[config.mk]
export PLATFORM = sky130hd
export DESIGN_NAME = pipe_dest_tracker
export DESIGN_NICKNAME = d
export VERILOG_FILES = /design/src/rtl/pipe_dest_tracker.sv
export SDC_FILE = /design/constraint.sdc
export NUM_CORES = 1
export LEC_CHECK = 0
export CORE_MARGIN = 4
export CORE_UTILIZATION = 50
export DETAILED_ROUTE_END_ITERATION = 12
export PLACE_DENSITY = 0.87
export SKIP_LAST_GASP = 1
export SLEW_MARGIN = 20
export SYNTH_ARGS = -nofsm -noshare
export SYNTH_HDL_FRONTEND = slang
export SYNTH_SLANG_ARGS = --single-unit
[constraint.sdc]
create_clock -name clk -period 3.7 [get_ports clk]
set_input_delay 0.74 -clock clk [delete_from_list [all_inputs] [get_ports clk]]
set_output_delay 0.74 -clock clk [all_outputs]
set_load 0.01 [all_outputs]
[src/rtl/pipe_dest_tracker.sv]
// Destination-register tracker for the EX-stage forwarding path: carries Rd/RegWrite through
// EX/MEM and MEM/WB, and drives load-use / memory-wait stall control with debug counters.
//
// state   | meaning
// ST_RUN  | pipeline advancing normally, or a load in MEM completing on its first cycle
// ST_WAIT | a load in MEM is waiting on data memory; EX/MEM is frozen
module pipe_dest_tracker #(
  parameter int RW = 5,
  parameter int CW = 16
) (
  input  logic          clk,
  input  logic          rst_n,
  input  logic [RW-1:0] idex_rd,
  input  logic          idex_regwrite,
  input  logic          idex_memread,
  input  logic [RW-1:0] ifid_rs,
  input  logic [RW-1:0] ifid_rt,
  input  logic          ifid_uses_rt,
  input  logic          flush,
  input  logic          mem_ready,
  input  logic          cnt_clr,
  output logic [RW-1:0] exmem_rd,
  output logic          exmem_regwrite,
  output logic          exmem_memread,
  output logic [RW-1:0] memwb_rd,
  output logic          memwb_regwrite,
  output logic          pc_write,
  output logic          ifid_write,
  output logic          idex_write,
  output logic          idex_bubble,
  output logic          mem_waiting,
  output logic [CW-1:0] lu_stall_cnt,
  output logic [CW-1:0] mem_stall_cnt
);

  typedef enum logic {ST_RUN = 1'b0, ST_WAIT = 1'b1} state_t;

  state_t state, state_nxt;
  logic   mem_stall;
  logic   load_use;
  logic   lu_win;

  assign mem_stall = exmem_memread & ~mem_ready;
  assign load_use  = idex_memread & idex_regwrite & (idex_rd != '0) &
                     ((idex_rd == ifid_rs) | (ifid_uses_rt & (idex_rd == ifid_rt)));

  // Priority: memory wait freezes everything, then flush, then load-use.
  always_comb begin
    pc_write    = 1'b1;
    ifid_write  = 1'b1;
    idex_write  = 1'b1;
    idex_bubble = 1'b0;
    lu_win      = 1'b0;
    if (mem_stall) begin
      pc_write   = 1'b0;
      ifid_write = 1'b0;
      idex_write = 1'b0;
    end else if (flush) begin
      idex_bubble = 1'b1;
    end else if (load_use) begin
      pc_write    = 1'b0;
      ifid_write  = 1'b0;
      idex_bubble = 1'b1;
      lu_win      = 1'b1;
    end
  end

  always_comb begin
    state_nxt = state;
    case (state)
      ST_RUN:  if (mem_stall) state_nxt = ST_WAIT;
      ST_WAIT: if (mem_ready) state_nxt = ST_RUN;
      default: state_nxt = ST_RUN;
    endcase
  end

  assign mem_waiting = (state == ST_WAIT);

  always_ff @(posedge clk or negedge rst_n) begin
    if (!rst_n) begin
      state <= ST_RUN;
    end else begin
      state <= state_nxt;
    end
  end

  // While stalled, MEM/WB takes a bubble so a completed writeback is not replayed.
  always_ff @(posedge clk or negedge rst_n) begin
    if (!rst_n) begin
      exmem_rd       <= '0;
      exmem_regwrite <= 1'b0;
      exmem_memread  <= 1'b0;
      memwb_rd       <= '0;
      memwb_regwrite <= 1'b0;
    end else if (mem_stall) begin
      memwb_rd       <= '0;
      memwb_regwrite <= 1'b0;
    end else begin
      exmem_rd       <= idex_rd;
      exmem_regwrite <= idex_regwrite;
      exmem_memread  <= idex_memread;
      memwb_rd       <= exmem_rd;
      memwb_regwrite <= exmem_regwrite;
    end
  end

  always_ff @(posedge clk or negedge rst_n) begin
    if (!rst_n) begin
      lu_stall_cnt  <= '0;
      mem_stall_cnt <= '0;
    end else if (cnt_clr) begin
      lu_stall_cnt  <= '0;
      mem_stall_cnt <= '0;
    end else begin
      if (lu_win && !(&lu_stall_cnt)) begin
        lu_stall_cnt <= lu_stall_cnt + CW'(1);
      end
      if (mem_stall && !(&mem_stall_cnt)) begin
        mem_stall_cnt <= mem_stall_cnt + CW'(1);
      end
    end
  end

endmodule

== Yosys cells after proc, flatten, opt, wreduce, memory -nomap -nowiden ==
Index checks and enable logic that the tools add are counted.
Widths: inputs -> output; s select.
Storage, ports and cells
  register bits: 46
  word-level logic and storage cells: 47
  output and inout port bits: 50
  bits of input ports: 23
Cells by class
  reductions and logical operators: 9
  bitwise operators: 8
  equality and inequality tests: 2
  muxes and demuxes: 18
  $add $sub $neg: 2
Operators with widths (count)
  $mux 16: 4
  $add 16x1->16 const B: 2
  $reduce_and 16->1: 2
  $mux 1: 12
  $eq 5x5->1: 2
  $and 1x1->1: 5
  $mux 5: 1
  $reduce_bool 5->1: 1
  $reduce_bool 2->1: 2
  $logic_and 1x1->1: 2
  $logic_not 1->1: 2
  $not 1->1: 2
  $pmux 1 s2: 1
  $or 1x1->1: 1

== Depth between registers and ports, before layout ==
  depth in word-level cells: 10
  depth in mapped cells: 8
  depth with buffers taken out: 7

== Worst setup path before layout ==
OpenSTA, ideal clock, no wires.
  kind: input-to-output
  start: in idex_rd[1]
  end: out pc_write
  slack: 1029 ps
  data arrival time: 1931 ps
  cell stages on the path: 5
  buffers on the path: 1
  path through: or4_1 -> nor2_1 -> nor3_1 -> a21oi_1 -> buf_4
On the way
  word-level cells in the longest chain between the ends: 7
  elaborated cells on any way between the ends: 10
  those cells by class: eq/ne (2); mux (3); bitwise (4); reduce/logical (1)
RTL lines
  start, declared: RTL line 13  | input logic [RW-1:0] idex_rd,
  $eq 5x5->1: RTL line 45  | ((idex_rd == ifid_rs) | (ifid_uses_rt & (idex_rd == ifid_rt)));
  $and 1x1->1: RTL line 45
  $or 1x1->1: RTL line 45
  $and 1x1->1 (*): RTL line 44  | assign load_use = idex_memread & idex_regwrite & (idex_rd != '0) &
  $mux 1 (*) (3 in series)
  end, declared: RTL line 27  | output logic pc_write,
Every way passes the cells marked *; elsewhere a longest branch is shown, timed or not.

== Worst setup path after layout ==
  start: in idex_rd[3]
  end: out idex_bubble
On the way
  word-level cells in the longest chain between the ends: 7
  elaborated cells on any way between the ends: 10
  those cells by class: eq/ne (2); mux (3); bitwise (4); reduce/logical (1)
RTL lines
  $eq 5x5->1: RTL line 45
  $and 1x1->1: RTL line 45
  $or 1x1->1: RTL line 45
  $and 1x1->1 (*): RTL line 44
  $mux 1 (*): RTL line 60  | end else if (load_use) begin
  $mux 1 (*): RTL line 58  | end else if (flush) begin
  $mux 1 (*): RTL line 54  | if (mem_stall) begin
  end, declared: RTL line 30  | output logic idex_bubble,
Marks and branches as above.

==> flow_metrics.py <==
metrics = {
    "logic_synthesis": {
        "syn_area_per_cell_um2": 9.48,
        "synth_seq_cells": 46,
        "async_flop_share_pct": 100,
        "syn_inst": 248,
        "synth_ff_type": "dfrtp_1",
        "synthesis.nets": 273,
        "yosysWarnings": 0,
        "synth_cell_type_count": 37,
        "syn_area_um2": 2350,
        "yosysSeqAreaShare_pct": 48.9,
        "synth_edf_count": 0,
    },
    "place": {
        "gp_congestion": 0.775,
        "placed_cell_area_um2": 3110,
        "io_buffers": 72,
        "dp_hpwl_um": 4390,
    },
    "clocking": {
        "cts_hold_buffers": 0,
        "clk_latency_ns": 0.30,
        "cts_tree": "built",
        "cts.sinks": 46,
        "clockBufferDepth": 2,
        "cts-root-buf": "clkbuf_8",
        "cts_buffers": 5,
        "cts.htree.levels": 2,
        "clk_pin_slew_ns": 0.09,
        "post-cts-setup-buffers": 0,
    },
    "timing": {
        "setup-tns-final_ns": 0,
        "worst_pin_slew_ns": 0.582,
        "maxSlewViolCount": 0,
        "setup_viol": 0,
        "skew_ns": 0.00892,
        "max_slew_margin_pct": 61.2,
        "fmax_ghz": 0.281,
        "hold_violations": 0,
        "rsz0062_at_grt": "false",
        "finalCritPeriodShare_pct": 96.2,
        "post-route-min-period_ns": 3.56,
    },
    "die": {
        "num_io_pins": 73,
        "core_um2": 4440,
        "die_y_um": 76.6,
        "die-area_um2": 5870,
        "num_rows": 24,
        "start_util_pct": 52.9,
        "die_w_um": 76.6,
    },
    "route": {
        "wl_per_cell_um": 15.9,
        "avgViaCountPerCell": 5.54,
        "ant_nets": 0,
        "routed_wirelength_um": 5930,
        "drc_errors": 0,
        "vias": 2071,
        "dr.first_iter.drc_count": 102,
        "firstDrtPassIters": 4,
    },
    "cells_and_area": {
        "layout-drive-gt1-share_pct": 6.21,
        "area_growth_syn_to_layout_pct": 36.4,
        "final_common_cell": "clkdlybuf4s50_1",
        "final_area_um2": 3210,
        "fill_cells": 358,
        "mostFrequentLayoutCells": "clkdlybuf4s50_1, dfrtp_1, nor2_1, nand2_1, nand3_1",
        "antennaDiodeCount": 0,
        "nets": 346,
    },
    "setup_path": {
        "worst-setup-path-type": "input port to output pin",
        "cp-start-kind": "input port",
        "required_ns": 2.96,
        "crit_path_end_kind": "output pin",
        "critPathMaxFanout": 4,
        "crit_arrival_ns": 2.82,
        "reg2reg_slack_ns": 1.19,
    },
    "power": {
        "irDropWorstVdd_uv": 238,
        "p_per_area_nw_per_um2": 305,
        "p_leak_nw": 1.31,
        "total_power_mw": 0.980,
    },
    "global_route": {
        "grt_overflow": 0,
        "antenna_found_initial": 0,
        "grt_pass1_wl_um": 10000,
        "grt_pass1_vias": 2121,
        "grt_start_max_net_pins": 47,
        "grtUsageTotal_pct": 20.7,
    },
    "min_path": {
        "min_path_type": "input port to asynchronous set/reset pin",
    },
    "flow_run": {
        "maxCapViolations": 0,
    },
    "run_status": {
        "status": "completed",
    },
}
## critical path: stages
cell             delay, ns
clkdlybuf4s50_1       0.55
xnor2_1               0.14
nand3_1               0.15
o32ai_4               0.31
nor3b_2               0.19
nor2_1                0.06
nor2_1                0.11
clkdlybuf4s50_1       0.56
## per-layer routing
layer	routed length, µm	track usage [%]	part of all wire [%]	up-vias
li1	-	-	-	1002
met1	2460	25.1	42	991
met2	2960	35.8	50	72
met3	454	6.62	7.7	6
met4	48	4.89	0.81	0
met5	0	0	0	-
## path summary, 6_finish.rpt
path | startpoint | to | depth (start not counted)
setup / recovery | idex_rd[3] | idex_bubble | 8
hold / removal | rst_n | lu_stall_cnt[14] | 1
setup reg to reg | lu_stall_cnt[0] | lu_stall_cnt[15] | 6
hold reg to reg | exmem_rd[2] | exmem_rd[2] | 2
max in group asynchronous | rst_n | mem_stall_cnt[2] | 1
min in group clk | exmem_rd[2] | exmem_rd[2] | 2
## cells in the mapped netlist, types with 2 or more instances
cell type	count	area share, %
nor3_1	4	0.85
xnor2_1	12	4.5
dfrtp_1	46	49
inv_1	7	1.1
and3_1	3	0.80
xor2_1	14	5.2
mux2_2	3	1.4
or3_1	3	0.80
or4_1	8	2.6
o21ai_0	3	0.64
clkbuf_1	7	1.1
o2111ai_1	2	0.74
and2_1	6	1.6
nand3_1	16	3.4
ha_1	2	1.1
nor3b_1	2	0.64
nand4_1	4	1.1
mux2i_1	2	0.85
buf_4	2	0.64
nor2b_1	4	1.1
nor4_1	4	1.1
nor2_1	33	5.3
o31ai_1	6	1.9
nand2_1	31	4.9
a21oi_1	12	2.6
## area by class of cell
cell class	instances	area [µm²]	area share, %
clock buffer	6	72.6	2.26
clock inverter	2	13.8	0.429
inverter	7	26.3	0.819
multi-input combinational	185	1130	35.1
sequential	46	1150	35.9
tap	52	65.1	2.03
timing repair buffer	76	753	23.5
## power breakdown
group          switching, mW  leakage [nW]  internal (mW)
logic                 0.0706         0.649         0.0763
registers             0.0102         0.617          0.518
clock network          0.171        0.0452          0.134
## logic make-up after synthesis
group	Yosys count	share of synthesized area (%)
and+or+nand+nor	123	25.7
DFF	46	48.9
AOI/OAI and AO/OA	28	8.46
xor gates and xnor gates	26	9.68
buffers and inverters	17	3.35
muxes	6	2.77
adders and majority gates	2	1.06
## sequential cells by signal, indices dropped and copies added (netlist names)
name and cells:
memwb_rd 5, mem_waiting 1, memwb_regwrite 1, exmem_memread 1, exmem_rd 5, mem_stall_cnt 16, lu_stall_cnt 16, exmem_regwrite 1
## per-stage QoR
stage,hold slack (ns),cells,utilization [%],setup slack (ns)
2_1_floorplan,0.444,248,-,1.03
3_3_place_gp,0.471,366,70.0,0.182
3_5_place_dp,0.474,366,70.0,0.155
4_1_cts,0.490,374,71.9,0.138
5_1_grt,0.487,374,72.2,0.0180
6_report,0.431,374,72.2,0.140
## timing repair
item	in CTS	in global routing
gates resized for setup	0	3
setup endpoints to repair	0	3
hold endpoints to repair	0	0
Power figures use the tool's default switching activity.
